===== config.mk =====
export PLATFORM = sky130hd
export DESIGN_NAME = seq_divider
export DESIGN_NICKNAME = d
export VERILOG_FILES = /design/src/rtl/seq_divider.sv
export SDC_FILE = /design/constraint.sdc
export NUM_CORES = 1
export LEC_CHECK = 0
export ABC_AREA = 0
export CAP_MARGIN = 15
export CORE_MARGIN = 5
export CORE_UTILIZATION = 25
export CTS_CLUSTER_SIZE = 25
export DETAILED_ROUTE_END_ITERATION = 16
export PLACE_DENSITY = 0.44
export SETUP_SLACK_MARGIN = 0.05
export SLEW_MARGIN = 15
export SYNTH_ARGS = -nofsm -noshare
export SYNTH_HDL_FRONTEND = slang
export SYNTH_SLANG_ARGS = --single-unit

===== constraint.sdc =====
create_clock -name clock -period 6.75 [get_ports clock]
set_input_delay 1.6875 -clock clock [delete_from_list [all_inputs] [get_ports clock]]
set_output_delay 1.6875 -clock clock [all_outputs]
set_load 0.1 [all_outputs]

===== src/rtl/seq_divider.sv =====
// Multi-cycle restoring integer divider: one quotient bit per clock, signed or unsigned,
// with quotient/remainder, divide-by-zero and overflow flags and a start/busy/finished handshake.
module seq_divider #(
   parameter int unsigned N = 8
) (
   input  logic         clock,
   input  logic         reset,
   input  logic         start,
   input  logic         signed_mode,
   input  logic [N-1:0] dividend,
   input  logic [N-1:0] divisor,
   output logic [N-1:0] quotient,
   output logic [N-1:0] remainder,
   output logic         busy,
   output logic         finished,
   output logic         div_by_zero,
   output logic         overflow
);

   localparam int unsigned CW = $clog2(N);
   localparam logic [N-1:0] One = {{(N-1){1'b0}}, 1'b1};
   localparam logic [N-1:0] MinNeg = {1'b1, {(N-1){1'b0}}};

   typedef enum logic [1:0] {StIdle, StCalc, StFix, StDone} state_e;

   state_e        state_q, state_d;
   logic [N-1:0]  rem_q, rem_d;     // partial remainder
   logic [N-1:0]  dvd_q, dvd_d;     // dividend shifts out, quotient shifts in
   logic [N-1:0]  dsr_q, dsr_d;     // divisor magnitude
   logic [CW-1:0] cnt_q, cnt_d;
   logic          neg_quo_q, neg_quo_d;
   logic          neg_rem_q, neg_rem_d;
   logic          ovf_pend_q, ovf_pend_d;
   logic [N-1:0]  quo_out_q, quo_out_d;
   logic [N-1:0]  rem_out_q, rem_out_d;
   logic          dbz_q, dbz_d;
   logic          ovf_q, ovf_d;

   logic [N:0]    shift_w;
   logic [N:0]    diff_w;
   logic          ge_w;

   function automatic logic [N-1:0] mag(input logic [N-1:0] x, input logic sm);
      return (sm && x[N-1]) ? (~x + One) : x;
   endfunction

   assign shift_w = {rem_q, dvd_q[N-1]};
   assign diff_w  = shift_w - {1'b0, dsr_q};
   // Remainder stays below the divisor, so bit N of the difference is a pure borrow.
   assign ge_w    = ~diff_w[N];

   always_comb begin
      state_d    = state_q;
      rem_d      = rem_q;
      dvd_d      = dvd_q;
      dsr_d      = dsr_q;
      cnt_d      = cnt_q;
      neg_quo_d  = neg_quo_q;
      neg_rem_d  = neg_rem_q;
      ovf_pend_d = ovf_pend_q;
      quo_out_d  = quo_out_q;
      rem_out_d  = rem_out_q;
      dbz_d      = dbz_q;
      ovf_d      = ovf_q;
      unique case (state_q)
         StIdle: begin
            if (start) begin
               dbz_d      = 1'b0;
               ovf_d      = 1'b0;
               neg_quo_d  = signed_mode & (dividend[N-1] ^ divisor[N-1]);
               neg_rem_d  = signed_mode & dividend[N-1];
               ovf_pend_d = signed_mode && (dividend == MinNeg) && (divisor == '1);
               if (divisor == '0) begin
                  quo_out_d = '1;
                  rem_out_d = dividend;
                  dbz_d     = 1'b1;
                  state_d   = StDone;
               end else begin
                  dvd_d   = mag(dividend, signed_mode);
                  dsr_d   = mag(divisor, signed_mode);
                  rem_d   = '0;
                  cnt_d   = CW'(N - 1);
                  state_d = StCalc;
               end
            end
         end
         StCalc: begin
            rem_d = ge_w ? diff_w[N-1:0] : shift_w[N-1:0];
            dvd_d = {dvd_q[N-2:0], ge_w};
            if (cnt_q == '0) begin
               state_d = StFix;
            end else begin
               cnt_d = cnt_q - 1'b1;
            end
         end
         StFix: begin
            quo_out_d = neg_quo_q ? (~dvd_q + One) : dvd_q;
            rem_out_d = neg_rem_q ? (~rem_q + One) : rem_q;
            ovf_d     = ovf_pend_q;
            state_d   = StDone;
         end
         StDone: begin
            state_d = StIdle;
         end
         default: begin
            state_d = StIdle;
         end
      endcase
   end

   always_ff @(posedge clock or negedge reset) begin
      if (!reset) begin
         state_q    <= StIdle;
         rem_q      <= '0;
         dvd_q      <= '0;
         dsr_q      <= '0;
         cnt_q      <= '0;
         neg_quo_q  <= 1'b0;
         neg_rem_q  <= 1'b0;
         ovf_pend_q <= 1'b0;
         quo_out_q  <= '0;
         rem_out_q  <= '0;
         dbz_q      <= 1'b0;
         ovf_q      <= 1'b0;
      end else begin
         state_q    <= state_d;
         rem_q      <= rem_d;
         dvd_q      <= dvd_d;
         dsr_q      <= dsr_d;
         cnt_q      <= cnt_d;
         neg_quo_q  <= neg_quo_d;
         neg_rem_q  <= neg_rem_d;
         ovf_pend_q <= ovf_pend_d;
         quo_out_q  <= quo_out_d;
         rem_out_q  <= rem_out_d;
         dbz_q      <= dbz_d;
         ovf_q      <= ovf_d;
      end
   end

   assign quotient    = quo_out_q;
   assign remainder   = rem_out_q;
   assign busy        = (state_q == StCalc) || (state_q == StFix);
   assign finished    = (state_q == StDone);
   assign div_by_zero = dbz_q;
   assign overflow    = ovf_q;

endmodule


# == Word level (Yosys, flattened, before mapping) ==
# Cells that the tools add are included.
# op_classes
eq_ne,10
mux,28
reduce_logical,17
add_sub_neg,6
n_bitwise,9
# op_table
operator,count
2-to-1 mux 8 bit,13
one-hot mux 8 bit (2 select lines),4
adder 8 x 1 -> 8 bit (second input constant),4
NOT 8 bit,4
== test 8 bit (second input constant),2
!= test 2 bit (second input constant),5
2-to-1 mux 3 bit,3
AND reduction 3 bit,3
subtractor 9 x 8 -> 9 bit,1
zero test 8 bit,1
one-hot mux 2 bit (4 select lines),1
2-to-1 mux 2 bit,3
one-hot mux 3 bit (2 select lines),1
AND reduction 2 bit,3
== test 2 bit (second input constant),2
logical AND 1 bit,4
AND reduction 4 bit,1
nonzero test 2 bit,2
zero test 3 bit,1
subtractor 3 x 1 -> 3 bit (second input constant),1
AND 1 bit,2
== test 2 x 1 -> 1 bit (second input constant),1
zero test 2 bit,1
2-to-1 mux 1 bit,2
other kinds (4),5
# word_totals
regBits,50
word_cells,82

# == Longest topological paths before layout ==
# logic_depth
word_depth,6
depth_mapped,11
ltp_nobuf,9

# == Worst setup path after synthesis ==
# OpenSTA, ideal clock, no wires.
# synth_timing
path_kind,register to output
startpoint,reg state_q[0]
endpoint,out busy
n_path_buf,0
path_slack_ns,3.779
arrival_time_ns,1.283
required_ns,5.062
stages_incl_launch_ff,3
cell_sequence,dfrtp_1 inv_1 ha_1
# synth_via
elab_chain_len,2
word_cells_on_any_way,3
cone_classes,eq/ne: 2; reduce/logical: 1
# synth_rtl
element,line,rtl
"start, declared",26,"state_e state_q, state_d;"
"start signal, assigned",113,state_q <= StIdle;
"start signal, assigned",126,state_q <= state_d;
== test 2 x 1 -> 1 bit or == test 2 bit (tied branches),143,assign busy = (state_q == StCalc) || (state_q == StFix);
logical OR 1 bit (*),143,
"end, declared",14,"output logic busy,"
# Mark *: on every way between the ends. The rest lies on a longest branch, timed or not.

# == Worst setup path after layout ==
# Same ends and word-level chain as after synthesis.

==> impl_metrics.csv <==
group,metric,value,unit
status,status,"completed",
place,gp_congestion,0.8025,
cts,clk_pin_slew,70,ps
cts,postCtsHoldBufs,0,
cts,cts-root-buf,"clkbuf_16",
timing,skew,3.652,ps
timing,clock.fmax,255.9,MHz
final_layout,drive_gt1_frac,0.05405,
place,place_ws,2641,ps
worst_setup_path,ff2ff_path_depth,9,
synth,syn_area_per_cell,8.671,µm²
die,initial_core_util,0.2553,
detailed_routing,drt-vias-per-instance,4.589,
synth,ys.flop_type,"dfrtp_1",
cts,cts_tree,"yes",
final_layout,finalNonFillerCells,579,
worst_setup_path,r2r_start,"dvd_q[7]",
worst_setup_path,worst-setup-path-type,"flip-flop to output pin",
die,die_area,15310,µm²
timing,timing.final.ws_setup,2843,ps
worst_setup_path,critPathRequiredTime,5060,ps
detailed_routing,postRouteAntennaNets,0,
global_route,overflow,0,
worst_setup_path,cp_max_fo,4,
die,io_pins,40,
timing,finalCritPeriodShare,0.5789,
detailed_routing,wire_per_inst,13.99,µm
detailed_routing,wl,8099,µm
global_route,grt_usage,0.1125,
worst_setup_path,r2r_setup_slack,4020,ps
die,die_w,123.7,µm
worst_hold_path,hold_class,"flip-flop to flip-flop",
synth,async_reset_ff_frac,1.000,
detailed_routing,vias,2657,
detailed_routing,remaining_drc_errors,0,
worst_hold_path,hold_depth,2,
timing,setup_viol,0,
job,cap_violations,0,
die,rows,41,
synth,yosysWarnings,0,
synth,synth-edff-count,0,
cts,postCtsSetupRepairBufs,0,
timing,tightest_slew,982.7,ps
synth,synth_nets,413,
die,fp.dieH,123.7,µm
synth,yosysSeqAreaShare,0.3868,
worst_hold_path,holdPathEnd,"remainder[2]",
worst_setup_path,arrival,2220,ps
cts,clkLatencyLatePin,290,ps
global_route,grt_pass1_vias,2614,
worst_hold_path,hold_start,"remainder[2]",
timing,maxSlewViolCount,0,
synth,ys_ff_latch,50,
timing,rsz0062_at_grt,"no",
place,place_area,3785,µm²
cts,cts_sinks,50,
place,dp_hpwl,6491,µm
global_route,grt_max_degree,51,
worst_setup_path,rr_endpoint,"rem_q[4]",
global_route,antenna_found_initial,0,
timing,layout_min_cycle_time,3907,ps
synth,synth_area,3234,µm²
cts,clock_path_buffers,2,
final_layout,antennaDiodeCount,0,
cts,cts_resized,0,
synth,postSynthCellCount,373,
place,numPortBuffers,39,
global_route,grt_pass1_wl,13540,µm
worst_setup_path,start_kind,"flip-flop",
die,design.core.area,12670,µm²
timing,hold_viol_final,0,
final_layout,nets,446,
cts,htreeDepth,2,
worst_setup_path,cp-end-kind,"output pin",
timing,relSlewSlack,0.3428,
final_layout,area_delta_synth_final,22.05,%
detailed_routing,first_iter_violations,171,
synth,synthDistinctLibCells,50,
cts,cts_buffers,5,
detailed_routing,drtPass1Iterations,6,
place,placed_cells,571,
final_layout,design_area,3948,µm²
timing,tns,0,ps
how the worst max path moves through the flow:
stage               start  slack (ps)  cells past startpoint  endpoint
2_1_floorplan  state_q[0]        3780                      2      busy
3_3_place_gp   divisor[0]        2710                      8  cnt_q[0]
3_5_place_dp   divisor[0]        2640                      8  cnt_q[0]
4_1_cts        state_q[0]        2830                      3      busy
5_1_grt        divisor[0]        2690                      8  cnt_q[0]
6_report       state_q[0]        2840                      3      busy
flip-flops by register name, summed over array words and instances (netlist names):
name,count
ovf_pend_q,1
cnt_q,3
overflow,1
neg_rem_q,1
div_by_zero,1
neg_quo_q,1
remainder,8
dsr_q,8
state_q,2
rem_q,8
dvd_q,8
quotient,8
Yosys cell counts (2+ instances only):
library cell | instances | area share
nand2_1 | 40 | 0.046
a21o_1 | 2 | 0.0046
buf_2 | 4 | 0.0062
mux2i_1 | 8 | 0.025
a21oi_1 | 32 | 0.050
o31ai_1 | 5 | 0.012
o41ai_1 | 2 | 0.0054
or3_1 | 6 | 0.012
a31oi_1 | 10 | 0.019
o21ai_0 | 29 | 0.045
nand2b_1 | 8 | 0.015
nor2b_1 | 5 | 0.0097
o311ai_1 | 3 | 0.0081
nor3b_1 | 2 | 0.0046
or4_1 | 2 | 0.0046
dfrtp_1 | 50 | 0.39
nand3_1 | 11 | 0.017
o22ai_1 | 2 | 0.0039
and2_1 | 2 | 0.0039
nor3_1 | 4 | 0.0062
ha_1 | 19 | 0.074
inv_1 | 23 | 0.027
nor2_1 | 36 | 0.042
o21ai_1 | 5 | 0.0077
xnor2_1 | 11 | 0.030
a22oi_1 | 2 | 0.0046
mux2_2 | 2 | 0.0070
xor2_1 | 15 | 0.041
clkbuf_1 | 11 | 0.013
a31oi_2 | 2 | 0.0077
layer usage:
layer / global-route usage / up-vias / share of wire
met4: 0.03183 / 0 / 0.014
met2: 0.1903 / 38 / 0.48
met1: 0.1433 / 1236 / 0.47
met5: 0 / - / 0
met3: 0.02589 / 11 / 0.040
li1: - / 1372 / -
metrics by stage:
stage,hold slack [ps],util
4_1_cts,482.8,0.3115
5_1_grt,503.6,0.3115
2_1_floorplan,441.5,-
6_report,474.9,0.3115
3_5_place_dp,469.0,0.2987
3_3_place_gp,456.9,0.2987
kinds of logic (layout without fill, tap and decap cells):
logic type | count (synthesis) | after routing | synth area share
simple gates | 122 | 122 | 0.1791
compound gates | 105 | 105 | 0.1985
flops | 50 | 50 | 0.3868
buf+inv | 39 | 73 | 0.04913
xor+xnor | 26 | 26 | 0.07041
fa+ha+maj | 20 | 20 | 0.07969
mux | 11 | 11 | 0.03636
critical path, stage by stage, from the launching register on:
cell	delay [ps]
dfrtp_1	400
inv_1	80
ha_1	310
clkdlybuf4s50_1	1140
placed cells by master (no fill, tap or decap), drive strengths merged, types with 7 or more instances in the layout:
cell type      count
o21ai             35
clkbuf             7
a21oi             33
nor2              36
xor2              15
inv               23
xnor2             11
dfrtp             50
ha                19
mux2i              8
nand3             11
a31oi             12
nand2             40
nand2b             8
clkdlybuf4s50     38
area by class of cell:
cell class	count	area [µm²]
repair buffers	42	407.9
clock inverters	1	30.03
inverters	23	86.33
multi-input cells	284	1824
well taps	172	215.2
clock buffers	7	132.6
fillers	1348	8723
flip-flops and latches	50	1251
Power is not shown: default switching activity piles up to over one toggle a cycle in this logic, so the estimate is an artifact.
